### src/rtl/knn_topk.sv
// rtl/knn_topk.sv - K-nearest-neighbour sorted top-K list with optional majority vote (KNN_VOTE_EN)
module knn_topk #(
    parameter int DATA_W  = 32,
    parameter int K       = 4,
    parameter int LABEL_W = 8,
    parameter int N_CLASS = 10,
    localparam int IDX_W  = (K > 1) ? $clog2(K) : 1,
    localparam int CNT_W  = $clog2(K + 1)
) (
    input  logic               clk,
    input  logic               rst,
    input  logic               clr,
    input  logic               in_valid,
    output logic               in_ready,
    input  logic [DATA_W-1:0]  in_dist,
    input  logic [LABEL_W-1:0] in_label,
    input  logic [IDX_W-1:0]   rd_idx,
    output logic [DATA_W-1:0]  rd_dist,
    output logic [LABEL_W-1:0] rd_label,
    output logic               rd_vld,
    output logic [CNT_W-1:0]   count,
    input  logic               vote_start,
    output logic               vote_busy,
    output logic               vote_valid,
    output logic [LABEL_W-1:0] vote_label
);

    logic [DATA_W-1:0]  e_dist  [K];
    logic [LABEL_W-1:0] e_label [K];
    logic [K-1:0]       e_vld;
    logic [CNT_W-1:0]   cnt;
    logic [K-1:0]       le;
    logic               accept;

    assign accept = in_valid && in_ready;
    assign count  = cnt;

    // Entries that stay ahead of the new sample; ties keep the older sample first
    always_comb begin
        le = '0;
        for (int i = 0; i < K; i++) begin
            le[i] = e_vld[i] && (e_dist[i] <= in_dist);
        end
    end

    // Sorted insert: entries at/after the insert point shift down, the last one falls off
    always_ff @(posedge clk or negedge rst) begin
        if (!rst) begin
            for (int i = 0; i < K; i++) begin
                e_dist[i]  <= '1;
                e_label[i] <= '0;
            end
            e_vld <= '0;
        end else if (clr) begin
            for (int i = 0; i < K; i++) begin
                e_dist[i]  <= '1;
                e_label[i] <= '0;
            end
            e_vld <= '0;
        end else if (accept) begin
            if (!le[0]) begin
                e_dist[0]  <= in_dist;
                e_label[0] <= in_label;
                e_vld[0]   <= 1'b1;
            end
            for (int i = 1; i < K; i++) begin
                if (!le[i]) begin
                    if (le[i-1]) begin
                        e_dist[i]  <= in_dist;
                        e_label[i] <= in_label;
                        e_vld[i]   <= 1'b1;
                    end else begin
                        e_dist[i]  <= e_dist[i-1];
                        e_label[i] <= e_label[i-1];
                        e_vld[i]   <= e_vld[i-1];
                    end
                end
            end
        end
    end

    // Occupancy counter, saturating once the list is full
    always_ff @(posedge clk or negedge rst) begin
        if (!rst) begin
            cnt <= '0;
        end else if (clr) begin
            cnt <= '0;
        end else if (accept && (cnt != CNT_W'(K))) begin
            cnt <= cnt + 1'b1;
        end
    end

    // Indexed read; indices beyond the list match no entry and read as empty
    always_comb begin
        rd_dist  = '1;
        rd_label = '0;
        rd_vld   = 1'b0;
        for (int i = 0; i < K; i++) begin
            if (rd_idx == IDX_W'(i) && e_vld[i]) begin
                rd_dist  = e_dist[i];
                rd_label = e_label[i];
                rd_vld   = 1'b1;
            end
        end
    end

`ifdef KNN_VOTE_EN
    localparam int SC_W = (N_CLASS > 1) ? $clog2(N_CLASS) : 1;

    typedef enum logic [1:0] {S_IDLE, S_COUNT, S_SCAN, S_DONE} state_t;

    state_t             state;
    logic [IDX_W-1:0]   vidx;
    logic [SC_W-1:0]    sidx;
    logic [CNT_W-1:0]   tally [N_CLASS];
    logic [LABEL_W-1:0] best;
    logic [CNT_W-1:0]   best_cnt;
    logic [CNT_W-1:0]   cur_tally;
    logic [LABEL_W-1:0] ent_label;
    logic               ent_vld;
    logic               scan_win;

    assign in_ready = !vote_busy;

    // Entry under the COUNT pointer and tally under the SCAN pointer
    always_comb begin
        ent_label = '0;
        ent_vld   = 1'b0;
        cur_tally = '0;
        for (int i = 0; i < K; i++) begin
            if (vidx == IDX_W'(i)) begin
                ent_label = e_label[i];
                ent_vld   = e_vld[i];
            end
        end
        for (int c = 0; c < N_CLASS; c++) begin
            if (sidx == SC_W'(c)) begin
                cur_tally = tally[c];
            end
        end
    end

    // Strictly greater keeps the lower class on equal tallies
    assign scan_win = cur_tally > best_cnt;

    // Vote FSM: tally labels over the list, then scan tallies for the maximum
    always_ff @(posedge clk or negedge rst) begin
        if (!rst) begin
            state      <= S_IDLE;
            vidx       <= '0;
            sidx       <= '0;
            best       <= '0;
            best_cnt   <= '0;
            vote_busy  <= 1'b0;
            vote_valid <= 1'b0;
            vote_label <= '0;
            for (int c = 0; c < N_CLASS; c++) begin
                tally[c] <= '0;
            end
        end else if (clr) begin
            state      <= S_IDLE;
            vote_busy  <= 1'b0;
            vote_valid <= 1'b0;
        end else begin
            case (state)
                S_IDLE: begin
                    vote_valid <= 1'b0;
                    if (vote_start && (cnt != '0)) begin
                        state     <= S_COUNT;
                        vote_busy <= 1'b1;
                        vidx      <= '0;
                        for (int c = 0; c < N_CLASS; c++) begin
                            tally[c] <= '0;
                        end
                    end
                end
                S_COUNT: begin
                    for (int c = 0; c < N_CLASS; c++) begin
                        if (ent_vld && ent_label == LABEL_W'(c)) begin
                            tally[c] <= tally[c] + 1'b1;
                        end
                    end
                    if (vidx == IDX_W'(K - 1)) begin
                        state    <= S_SCAN;
                        sidx     <= '0;
                        best     <= '0;
                        best_cnt <= '0;
                    end else begin
                        vidx <= vidx + 1'b1;
                    end
                end
                S_SCAN: begin
                    if (scan_win) begin
                        best     <= LABEL_W'(sidx);
                        best_cnt <= cur_tally;
                    end
                    if (sidx == SC_W'(N_CLASS - 1)) begin
                        state      <= S_DONE;
                        vote_valid <= 1'b1;
                        vote_label <= scan_win ? LABEL_W'(sidx) : best;
                    end else begin
                        sidx <= sidx + 1'b1;
                    end
                end
                S_DONE: begin
                    state      <= S_IDLE;
                    vote_busy  <= 1'b0;
                    vote_valid <= 1'b0;
                end
                default: begin
                    state     <= S_IDLE;
                    vote_busy <= 1'b0;
                end
            endcase
        end
    end
`else
    logic unused_vote_start;

    assign unused_vote_start = vote_start;
    assign in_ready          = 1'b1;
    assign vote_busy         = 1'b0;
    assign vote_valid        = 1'b0;
    assign vote_label        = '0;
`endif

endmodule

### config.mk
export PLATFORM = sky130hd
export DESIGN_NAME = knn_topk
export DESIGN_NICKNAME = d
export VERILOG_FILES = /design/src/rtl/knn_topk.sv
export SDC_FILE = /design/constraint.sdc
export NUM_CORES = 1
export LEC_CHECK = 0
export BUFFER_PORTS_ARGS = -buffer_cell sky130_fd_sc_hd__buf_2
export CAP_MARGIN = 20
export CORE_ASPECT_RATIO = 1.4
export CORE_UTILIZATION = 63
export CTS_BUF_LIST = sky130_fd_sc_hd__clkbuf_8
export CTS_CLUSTER_SIZE = 28
export DETAILED_ROUTE_END_ITERATION = 16
export PLACE_DENSITY = 0.87
export SYNTH_ARGS = -nofsm -noshare
export SYNTH_HDL_FRONTEND = slang
export SYNTH_SLANG_ARGS = --single-unit
### constraint.sdc
create_clock -name clk -period 3.3 [get_ports clk]
set_input_delay 0.495 -clock clk [delete_from_list [all_inputs] [get_ports clk]]
set_output_delay 0.495 -clock clk [all_outputs]
set_load 0.03 [all_outputs]
# After elaboration in Yosys (flattened, before gate mapping)
# Cells that the tools add are included.
[word_totals] in_bits=47 output_inout_bits=55 reg_bits=167 word_cells=83
[op_classes] mux=41 n_eq_ne=8 n_addsub=1 order_cmp=4 reduce_logical=16
[ops] operator="2-to-1 mux 32 bit" count=13
[ops] operator="2-to-1 mux 128 bit" count=2
[ops] operator="<= comparator 32 bit" count=4
[ops] operator="2-to-1 mux 8 bit" count=11
[ops] operator="2-to-1 mux 1 bit" count=11
[ops] operator="logical AND 1 bit" count=9
[ops] operator="2-to-1 mux 4 bit" count=2
[ops] operator="inequality test 2 bit (second input constant)" count=4
[ops] operator="AND reduction 2 bit" count=4
[ops] operator="2-to-1 mux 3 bit" count=2
[ops] operator="== test 2 bit (second input constant)" count=2
[ops] operator="nonzero test 2 bit" count=2
[ops] operator="adder 3 x 1 -> 3 bit (second input constant)" count=1
[ops] operator="inequality test 3 bit (second input constant)" count=1
[ops] operator="== test 2 x 1 -> 1 bit (second input constant)" count=1
[ops] operator="zero test 2 bit" count=1

# Logic depth before layout (Yosys ltp)
# Gate-level depths: netlist of the first run.
[logic_depth] ltp_word=6 depth_mapped=12 ltp_nobuf=9

# Worst setup path after synthesis of the first run
# No wires, ideal clock.
[synth_timing] path_kind="in2out" startpoint="in rd_idx[1]" endpoint="out rd_dist[29]" n_path_buf=3 required_time_ns=2.805 arrival_time_ns=2.272 path_stages=8 slack_ns=0.533 path_cell_list="clkbuf_1 -> nor2_1 -> clkbuf_1 -> buf_1 -> nand2_1 -> nand3_1 -> o21ai_0 -> o21ai_0"
[synth_via] elab_chain_len=6 word_cells_on_any_way=12 classes_between="3 x eq/ne; 4 x mux; 5 x reduce/logical"
[synth_rtl] element="start, declared" line_no="17" rtl="input logic [IDX_W-1:0] rd_idx,"
[synth_rtl] element="zero test 2 bit" line_no="99" rtl="if (rd_idx == IDX_W'(i) && e_vld[i]) begin"
[synth_rtl] element="logical AND 1 bit" line_no="99"
[synth_rtl] element="2-to-1 mux 32 bit (3 in series)" line_no="99"
[synth_rtl] element="2-to-1 mux 32 bit (*)" line_no="99"
[synth_rtl] element="end, declared" line_no="18" rtl="output logic [DATA_W-1:0] rd_dist,"
# Mark *: on every way between the ends. The rest lies on a longest branch, timed or not.

# Final worst setup path of the first run
[layout_timing] startpoint="reg e_vld[1]" endpoint="out rd_dist[2]"
[layout_via] elab_chain_len=4
[layout_rtl] element="start, declared" line_no="30" rtl="logic [K-1:0] e_vld;"
[layout_rtl] element="start signal, assigned by index" line_no="75" rtl="e_vld[i] <= e_vld[i-1];"
[layout_rtl] element="logical AND 1 bit" line_no="99"
[layout_rtl] element="2-to-1 mux 32 bit (3 in series)" line_no="99"
# Every way passes these cells.

==> summary.txt, run 1 <==
Setup path
  • Critical Path Source Type: flop
  • Worst path max stage delay: 0.49 ns
  • Crit path cell chain: nand2_1, a21oi_2, buf_4, nand3_1, o21ai_0, o21ai_0, buf_2
  • Critical Path Stages: 7
  • Most used cell along the critical path: o21ai_0
  • Crit. End Element: output pin
  • Crit Path Max Fanout: 14
  • Reg2Reg Depth: 9
  • Buf/Inv on CP: 2
  • Critical setup path kind: reg2out
  • Top delay family on crit path: compound AO/OA/AOI/OAI gates
  • Data arrival, critical path: 2.54 ns
  • Slowest stage cell, crit path: a21oi_2
  • Critical Path RT: 2.80 ns

Layout
  • Layout Nets: 1485
  • ANT cells: 0
  • Area delta synth->final: 10.8%
  • Core Util, Final: 72.2%
  • Proportion of layout cells with a drive suffix above 1: 24.8%

Clock network
  • Root buffer cell: clkbuf_8
  • CTS Buf Count: 17
  • CTS tree: done
  • Clock sink count: 167
  • Clock Path Buffers: 2
  • CTS clk-pin slew, worst paths: 0.10 ns
  • Htree depth: 4
  • Skew-Pair Late Insertion Delay: 0.49 ns
  • Hold_buf cts: 0

Detailed routing
  • Total number of vias: 10.6k
  • Detailed-route DRC error count: 0
  • Pre-antenna DRT Iters: 7
  • WL per Instance: 22.2 um
  • Starting DRT DRC Count: 895
  • Total wire length: 34700 um
  • ANT nets after route: 0
  • DR vias/cell: 6.78

Outcome
  • Outcome: complete, no violations

Timing
  • Max-slew violation count: 0
  • RSZ-0062 raised after global routing: false
  • Final clock skew: 0.0129 ns
  • Final TNS setup: 0 ns
  • Relative slew slack: 46.9%
  • Fin Hold WS: 0.0756 ns
  • Worst slew pin tran: 0.796 ns
  • Minimum clock period: 3.04 ns
  • Tcrit/Tclk final: 92.1%
  • Max Freq: 0.329 GHz
  • # setup viols final: 0
  • Final Hold Violating Endpoints: 0

Synthesis
  • Cells after Synth: 1218
  • Yosys top cell by area: dfstp_2
  • Post-synth cell types: 57
  • Mapped cell area: 11800 um^2
  • Asr flop ratio synth: 100%
  • EDFF count, synth: 0
  • Top cells by count, synth: 165 x nand2_1, 130 x ha_1, 129 x mux2i_1, 128 x dfstp_2, 91 x a2bb2oi_1
  • Synth warnings: 0
  • Seq/Total Area, Yosys: 36.7%
  • Mean instance size in the synthesized netlist: 9.70 um^2
  • Leading post-synthesis cells by cell area: dfstp_2 28%, ha_1 14%, mux2i_1 11%
  • Top-count cell post-synth: nand2_1
  • Post-synth top area share: 28.5%
  • Prevailing post-synth register cell: dfstp_2
  • #FFs+latches synth: 167

Power
  • Leakage: 5.71 nW
  • Max VDD drop: 224 uV
  • P per Cell Area: 371 nW/um^2

Die
  • Row count: 58
  • Chip Height: 164 um
  • Starting Density: 65.1%
  • Core box area: 18100 um^2
  • # IOs: 102
  • Die area: 19300 um^2
  • Chip width: 118 um

Job
  • Max cap viols: 0

Global route
  • Vias in the first global route: 11.0k
  • Grt total ovfl: 0
  • First-pass GRT wire length: 55400 um
  • Largest net degree at the start of global routing: 80
  • Initial antenna violation count: 0
  • Total global-route track usage: 36.7%

Worst hold path
  • Hold Path Class: in2async

Placed design
  • DP HPWL: 24200 um
  • Placer Congestion: 0.899
  • Port Buffers: 89
==> worst paths after layout <==
path,slack [ns],start,endpoint
min in group clk,0.30,in_label[4],e_label[28]
max in group asynchronous,2.40,rst,e_label[14]
setup / recovery,0.26,e_vld[1],rd_dist[2]
setup reg to reg,0.31,e_dist[46],e_label[4]
hold reg to reg,0.51,e_dist[0],e_dist[0]
hold / removal,0.08,rst,e_vld[1]
==> repair_timing <==
action                     4_1_cts  5_1_grt
setup endpoints to repair        0        1
setup buffers                    0        0
gates resized for setup          0        1
==> cell type report <==
type	instances	area [um^2]
clock inverters	15	116
inverters	42	158
well taps	240	300
fillers	1319	5050
flip-flops and latches	167	4340
clock buffers	17	234
repair buffers	146	1000
multi-input cells	934	6940
==> power by group <==
| group | switching [mW] | total, mW | internal (mW) |
|---|---|---|---|
| combinational | 0.672 | 1.12 | 0.452 |
| sequential | 0.119 | 2.33 | 2.22 |
| clock | 0.859 | 1.40 | 0.537 |
==> routing by layer <==
layer	up-vias	global-route usage [%]	wire length (um)	share of wire, %
met5	-	0	0	0
met3	182	5.69	2540	7.3
met1	5137	41.8	12800	37
met4	0	25.9	2230	6.4
li1	4706	-	-	-
met2	557	63.2	17100	49
==> stage by stage <==
step,cells,power [mW],instance area [um^2],setup WS (ns)
detailed placement,1529,3.45,12700,0.0783
global route,1561,5.04,13100,0.114
finish,1561,4.85,13100,0.260
CTS,1561,4.83,13100,0.131
global placement,1529,3.39,12700,0.143
floorplan,1227,3.06,11800,0.533
==> state kept, by name (all words and copies together), names as in the netlist <==
name and cells:
count 3, e_dist 128, e_label 32, e_vld 4
==> worst register-to-register path: cells and delay by family, from the launching register on <==
family	cells	cell delay, ns
and+or+nand+nor	2	0.71
buffers and inverters	1	0.27
adders and majority gates	1	0.26
DFF	1	0.58
muxes	1	0.17
AOI/OAI and AO/OA	4	0.91
==> logic make-up after synthesis <==
group,Yosys count,share of synthesized area [%]
AOI/OAI and AO/OA,354,21.1
xor gates and xnor gates,1,0.0742
and+or+nand+nor,309,12.0
adders and majority gates,130,13.8
DFF,167,36.7
buffers and inverters,126,5.28
other,2,0.0636
muxes,129,10.9
==> layout by cell type, fill, tap and decap left out, drive strengths merged, types with 5 or more instances in the layout <==
master   count
nand2      165
buf        146
ha         130
mux2i      129
dfstp      128
a2bb2oi     97
o21ai       86
a21oi       59
inv         49
nand3       47
dfrtp       39
o211ai      39
nor2        33
nand4       25
clkbuf      17
o2bb2ai     16
a22oi       11
conb        11
a31oi        8
a21o         8
and4         8
o31ai        8
clkinv       7
nor3         6
nor4         5
No activity file was read; power rests on OpenSTA's default activity.
==> run 2, diff against run 1 <==
--- a/config.mk
+++ b/config.mk
@@ -13,6 +13,7 @@
 export CTS_CLUSTER_SIZE = 28
 export DETAILED_ROUTE_END_ITERATION = 16
 export PLACE_DENSITY = 0.87
+export RECOVER_POWER = 50
 export SYNTH_ARGS = -nofsm -noshare
 export SYNTH_HDL_FRONTEND = slang
 export SYNTH_SLANG_ARGS = --single-unit
==> run 2 against run 1 <==
Effect of this change:
- the run now ends with capacitance limit, slew limit left
- total power is 0.27% lower
- sequential share of layout area is 0.17 points higher
- flip-flop and latch count stayed put
- critical endpoint unchanged
- count of clock-buffer cells in the layout stayed put
- cell area is 0.50% lower
- setup slack better by 0.0029 ns
- clock skew is 0.0034 ns higher
- die area stayed put
- worst hold slack better by 0.22 ns
- maximum frequency hardly changed
==> summary.txt, run 2 (synthesized netlist as in run 1, its figures left out) <==
Outcome
  • Outcome: finished, violations left
  • Failing checks: capacitance limit, slew limit

Clock network
  • CTS tree: done
  • Clock Path Buffers: 2
  • Post-CTS Setup Bufs: 0
  • Cts repair resizes: 0
  • Root buffer cell: clkbuf_8
  • Htree depth: 4
  • CTS clk-pin slew, worst paths: 0.10 ns
  • Skew-Pair Late Insertion Delay: 0.49 ns
  • Clock sink count: 167
  • Hold_buf cts: 0
  • CTS Buf Count: 17

Detailed routing
  • WL per Instance: 22.1 um
  • Total wire length: 34500 um
  • Detailed-route DRC error count: 0
  • Starting DRT DRC Count: 877
  • Total number of vias: 10.5k
  • DR vias/cell: 6.76
  • Pre-antenna DRT Iters: 5
  • ANT nets after route: 0

Layout
  • ANT cells: 0
  • Proportion of layout cells with a drive suffix above 1: 24.0%
  • Final Non-Filler Cells: 1561
  • Design area: 13000 um^2
  • Commonest non-fill, non-tap cells in the layout: 165 x nand2_1, 130 x ha_1, 129 x mux2i_1, 128 x dfstp_2, 91 x a2bb2oi_1
  • Biggest regs: e_dist x128, e_label x32, e_vld x4
  • Max FFs per register: 128
  • Area delta synth->final: 10.3%
  • Most flop-heavy register: e_dist
  • Core Util, Final: 71.8%
  • Register cell area after layout: 4340 um^2
  • Leading cell type in the layout, fill and taps excluded: nand2_1
  • Area of the multi-input gates: 6940 um^2
  • Layout Nets: 1485
  • Fillers: 1332

Setup path
  • Crit Path Max Fanout: 14
  • CP startpoint: e_vld[1]
  • Crit path cell chain: nand2_1, a21oi_2, buf_4, nand3_1, o21ai_0, o21ai_0, buf_2
  • RR Endpoint: e_label[28]
  • Most used cell along the critical path: o21ai_0
  • Data arrival, critical path: 2.54 ns
  • Critical Path RT: 2.80 ns
  • Critical path capture point: rd_dist[2]
  • Worst path max stage delay: 0.49 ns
  • Reg2reg start: e_dist[119]
  • Critical Path Source Type: flop
  • Reg2Reg Depth: 9
  • Reg-to-reg slack, setup: 0.29 ns
  • Crit. End Element: output pin
  • Slowest stage cell, crit path: dfrtp_1
  • Critical setup path kind: reg2out

Timing
  • Tcrit/Tclk final: 92.0%
  • Final Hold Violating Endpoints: 0
  • Final setup margin: 0.263 ns
  • Relative slew slack: -36.9%
  • Worst slew pin tran: 2.05 ns
  • Final clock skew: 0.0163 ns
  • Minimum clock period: 3.04 ns
  • # setup viols final: 0
  • RSZ-0062 raised after global routing: false
  • Max-slew violation count: 80
  • Final TNS setup: 0 ns
  • Max Freq: 0.329 GHz

Power
  • Sequential power share: 48.2%
  • Combinational group share of total power: 22.9%
  • Max VDD drop: 224 uV
  • Switching Power: 1.65 mW
  • Leakage: 5.65 nW
  • P per Cell Area: 371 nW/um^2
  • Clk network pwr share: 28.9%
  • Sw frac: 34.0%
  • Internal power: 3.19 mW

Global route
  • Vias in the first global route: 11.0k
  • Largest net degree at the start of global routing: 80
  • Initial antenna violation count: 0
  • Total global-route track usage: 36.7%
  • Grt total ovfl: 0
  • First-pass GRT wire length: 55400 um

Die
  • Row count: 58
  • Chip Height: 164 um
  • # IOs: 102
  • Starting Density: 65.1%
  • Core box area: 18100 um^2
  • Chip width: 118 um
  • Die area: 19300 um^2

Job
  • Max cap viols: 1

Placed design
  • Pre-CTS setup slack: 0.0783 ns
  • DP Area: 12700 um^2
  • Port Buffers: 89
  • DP HPWL: 24200 um
  • Placer Congestion: 0.899
  • Inst Count DP: 1529

Worst hold path
  • Hold Path Class: in2reg
## run 2: per-layer routing
layer	part of all wire (%)	track usage [%]	wire, um	up-vias
li1	-	-	-	4705
met1	37	41.8	12800	5159
met2	50	63.2	17300	524
met3	7.3	5.69	2530	159
met4	5.7	25.9	1970	0
met5	0	0	0	-
## run 2: worst max-delay path: cells and delay by family, from the launching register on
family                 cells  cell delay (ns)
AO/OA/AOI/OAI              3             0.73
buffers and inverters      2             0.58
flip-flops                 1             0.49
AND/OR/NAND/NOR            2             0.26
## run 2: layout make-up
| cell class | instances | share of cell area, % |
|---|---|---|
| Timing Repair Buffer | 146 | 7.21 |
| Sequential cell | 167 | 33.3 |
| Tap cell | 240 | 2.30 |
| Multi-Input combinational cell | 934 | 53.3 |
| Clock inverter | 15 | 0.893 |
| Inverter | 42 | 1.21 |
| Clock buffer | 17 | 1.80 |
## run 2: power by group through the flow
| stage | Combinational, mW | Clock (mW) | Sequential, mW |
|---|---|---|---|
| after floorplan | 0.730 | 0 | 2.33 |
| after global placement | 1.04 | 0 | 2.35 |
| after detailed placement | 1.09 | 0 | 2.36 |
| after CTS | 1.10 | 1.40 | 2.33 |
| after global routing | 1.21 | 1.48 | 2.35 |
| final | 1.11 | 1.40 | 2.33 |
## run 2: worst min path at each step
stage,start,to,cells after the start
finish,in_label[4],e_label[28],3
detailed placement,e_dist[0],e_dist[0],1
global route,in_label[6],e_label[30],3
floorplan,rst,count[0],0
global placement,e_label[0],e_label[0],2
CTS,rst,count[1],1
## run 2: through the flow
step | hold slack (ns) | total power [mW]
floorplan | 0.199 | 3.06
global placement | 0.489 | 3.39
detailed placement | 0.497 | 3.45
CTS | 0.0729 | 4.83
global route | 0.300 | 5.03
finish | 0.298 | 4.84
==> run 3, diff against run 2 <==
--- a/config.mk
+++ b/config.mk
@@ -8,11 +8,11 @@
 export BUFFER_PORTS_ARGS = -buffer_cell sky130_fd_sc_hd__buf_2
 export CAP_MARGIN = 20
 export CORE_ASPECT_RATIO = 1.4
-export CORE_UTILIZATION = 63
-export CTS_BUF_LIST = sky130_fd_sc_hd__clkbuf_8
+export CORE_MARGIN = 2
+export CORE_UTILIZATION = 61
 export CTS_CLUSTER_SIZE = 28
 export DETAILED_ROUTE_END_ITERATION = 16
-export PLACE_DENSITY = 0.87
+export PLACE_DENSITY = 0.84
 export RECOVER_POWER = 50
 export SYNTH_ARGS = -nofsm -noshare
 export SYNTH_HDL_FRONTEND = slang
==> run 3 against run 2 <==
Effect of this change:
- the flow still finishes with violations (capacitance limit, slew limit)
- count of clock-buffer cells in the layout did not move
- final cell count fell by 0.38%
- clock power grew 41%
- cell area up 1.4%
- total power rose by 12%
- sequential share of layout area decreased by 0.45 points
- critical path type unchanged
- critical endpoint is now rd_dist[15]
- largest power group unchanged
==> summary.txt, run 3 (synthesized netlist as in run 1, its figures left out) <==
Power
  • P per Cell Area: 410 nW/um^2
  • Max VDD drop: 364 uV
  • Leakage: 5.70 nW

Timing
  • Final setup margin: 0.0756 ns
  • Worst slew pin tran: 2.63 ns
  • Max-slew violation count: 56
  • Tcrit/Tclk final: 97.7%
  • # setup viols final: 0
  • Max Freq: 0.310 GHz
  • Final Hold Violating Endpoints: 0
  • Minimum clock period: 3.22 ns
  • Final clock skew: 0.0188 ns
  • RSZ-0062 raised after global routing: false
  • Relative slew slack: -75.0%
  • Final TNS setup: 0 ns

Die
  • # IOs: 102
  • Die area: 20500 um^2
  • Core box area: 19100 um^2
  • Row count: 60
  • Chip width: 122 um
  • Starting Density: 61.7%
  • Chip Height: 169 um

Layout
  • Core Util, Final: 69.0%
  • Area delta synth->final: 11.8%
  • Biggest regs: e_dist x128, e_label x32, e_vld x4
  • Commonest non-fill, non-tap cells in the layout: 165 x nand2_1, 130 x ha_1, 129 x mux2i_1, 127 x dfstp_2, 91 x a2bb2oi_1
  • Layout Nets: 1471
  • Fillers: 1431
  • Proportion of layout cells with a drive suffix above 1: 23.3%
  • ANT cells: 0
  • Final Non-Filler Cells: 1555
  • Register cell area after layout: 4340 um^2
  • Area of the multi-input gates: 6950 um^2
  • Max FFs per register: 128
  • Most flop-heavy register: e_dist
  • Leading cell type in the layout, fill and taps excluded: nand2_1

Setup path
  • Crit. End Element: output pin
  • Data arrival, critical path: 2.73 ns
  • Critical setup path kind: reg2out
  • Crit Path Max Fanout: 27
  • Critical Path Source Type: flop
  • Critical Path RT: 2.80 ns

Global route
  • Total global-route track usage: 34.1%
  • Largest net degree at the start of global routing: 57
  • Vias in the first global route: 10.7k
  • First-pass GRT wire length: 54800 um
  • Initial antenna violation count: 0
  • Grt total ovfl: 0

Placed design
  • Placer Congestion: 0.973
  • DP HPWL: 23400 um
  • Port Buffers: 89
  • Inst Count DP: 1523
  • Pre-CTS setup slack: 0.00202 ns

Outcome
  • Outcome: finished, violations left
  • Failing checks: capacitance limit, slew limit

Detailed routing
  • Total number of vias: 10.3k
  • Pre-antenna DRT Iters: 5
  • ANT nets after route: 0
  • Starting DRT DRC Count: 807
  • WL per Instance: 21.8 um
  • DR vias/cell: 6.66
  • Total wire length: 34000 um
  • Detailed-route DRC error count: 0

Clock network
  • Skew-Pair Late Insertion Delay: 0.45 ns
  • Clock Path Buffers: 2
  • CTS tree: done
  • Hold_buf cts: 0
  • CTS clk-pin slew, worst paths: 0.07 ns
  • Root buffer cell: clkbuf_16
  • Clock sink count: 167
  • Htree depth: 4
  • CTS Buf Count: 17

Job
  • Max cap viols: 1

Worst hold path
  • Hold Path Class: in2reg
-- run 3: cell types whose count changed in the layout (fill, tap and decap cells not counted), moves of 3 or more --
cell and change:
clkbuf_16 +17, clkbuf_8 -17, buf_4 -16, inv_6 -4, inv_8 +4, buf_12 +3
-- run 3: layer usage --
metal | GRT usage (%) | routed length, um | up-vias
met3 | 6.64 | 2240 | 133
met4 | 20.4 | 1730 | 0
met2 | 58.0 | 17100 | 495
li1 | - | - | 4685
met1 | 39.6 | 12900 | 5036
met5 | 0 | 0 | -
-- run 3: where the power goes --
group | switching [mW] | internal [mW] | total, mW
sequential | 0.117 | 2.22 | 2.33
combinational | 0.661 | 0.437 | 1.10
clock | 0.972 | 1.01 | 1.98
-- run 3: what timing repair did --
item,4_1_cts,5_1_grt
setup buffers,0,0
gates resized for setup,0,1
setup endpoints to repair,0,1
-- run 3: path summary, 6_finish.rpt --
| kind | startpoint | endpoint | slack (ns) | depth (start not counted) |
|---|---|---|---|---|
| max | e_vld[2] | rd_dist[15] | 0.08 | 5 |
| min | in_label[4] | e_label[28] | 0.34 | 3 |
| max reg2reg | e_dist[78] | e_label[13] | 0.32 | 9 |
| min reg2reg | e_dist[0] | e_dist[0] | 0.51 | 1 |
| max in group asynchronous | rst | e_dist[41] | 0.47 | 2 |
| min in group asynchronous | rst | e_label[20] | 1.06 | 1 |
-- run 3: worst max-delay path: stages (launching register included) --
cell      delay, ns
dfrtp_1        0.46
nand3b_1       0.35
clkbuf_2       0.68
o21ai_0        0.21
o21ai_0        0.32
buf_2          0.27
-- run 3: area by class of cell --
| cell class | count | share of cell area, % |
|---|---|---|
| Multi-Input combinational cell | 934 | 52.6 |
| Sequential cell | 167 | 32.8 |
| Timing Repair Buffer | 132 | 6.64 |
| Clock buffer | 17 | 3.22 |
| Tap cell | 248 | 2.35 |
| Inverter | 42 | 1.19 |
| Clock inverter | 15 | 1.16 |
-- run 3: stage by stage --
| step | total power [mW] | hold WS (ns) | cell area, um^2 |
|---|---|---|---|
| 6_report | 5.41 | 0.340 | 13200 |
| 5_1_grt | 5.63 | 0.353 | 13200 |
| 4_1_cts | 5.41 | 0.0327 | 13200 |
| 3_5_place_dp | 3.43 | 0.496 | 12700 |
| 3_3_place_gp | 3.38 | 0.488 | 12700 |
| 2_1_floorplan | 3.06 | 0.199 | 11800 |
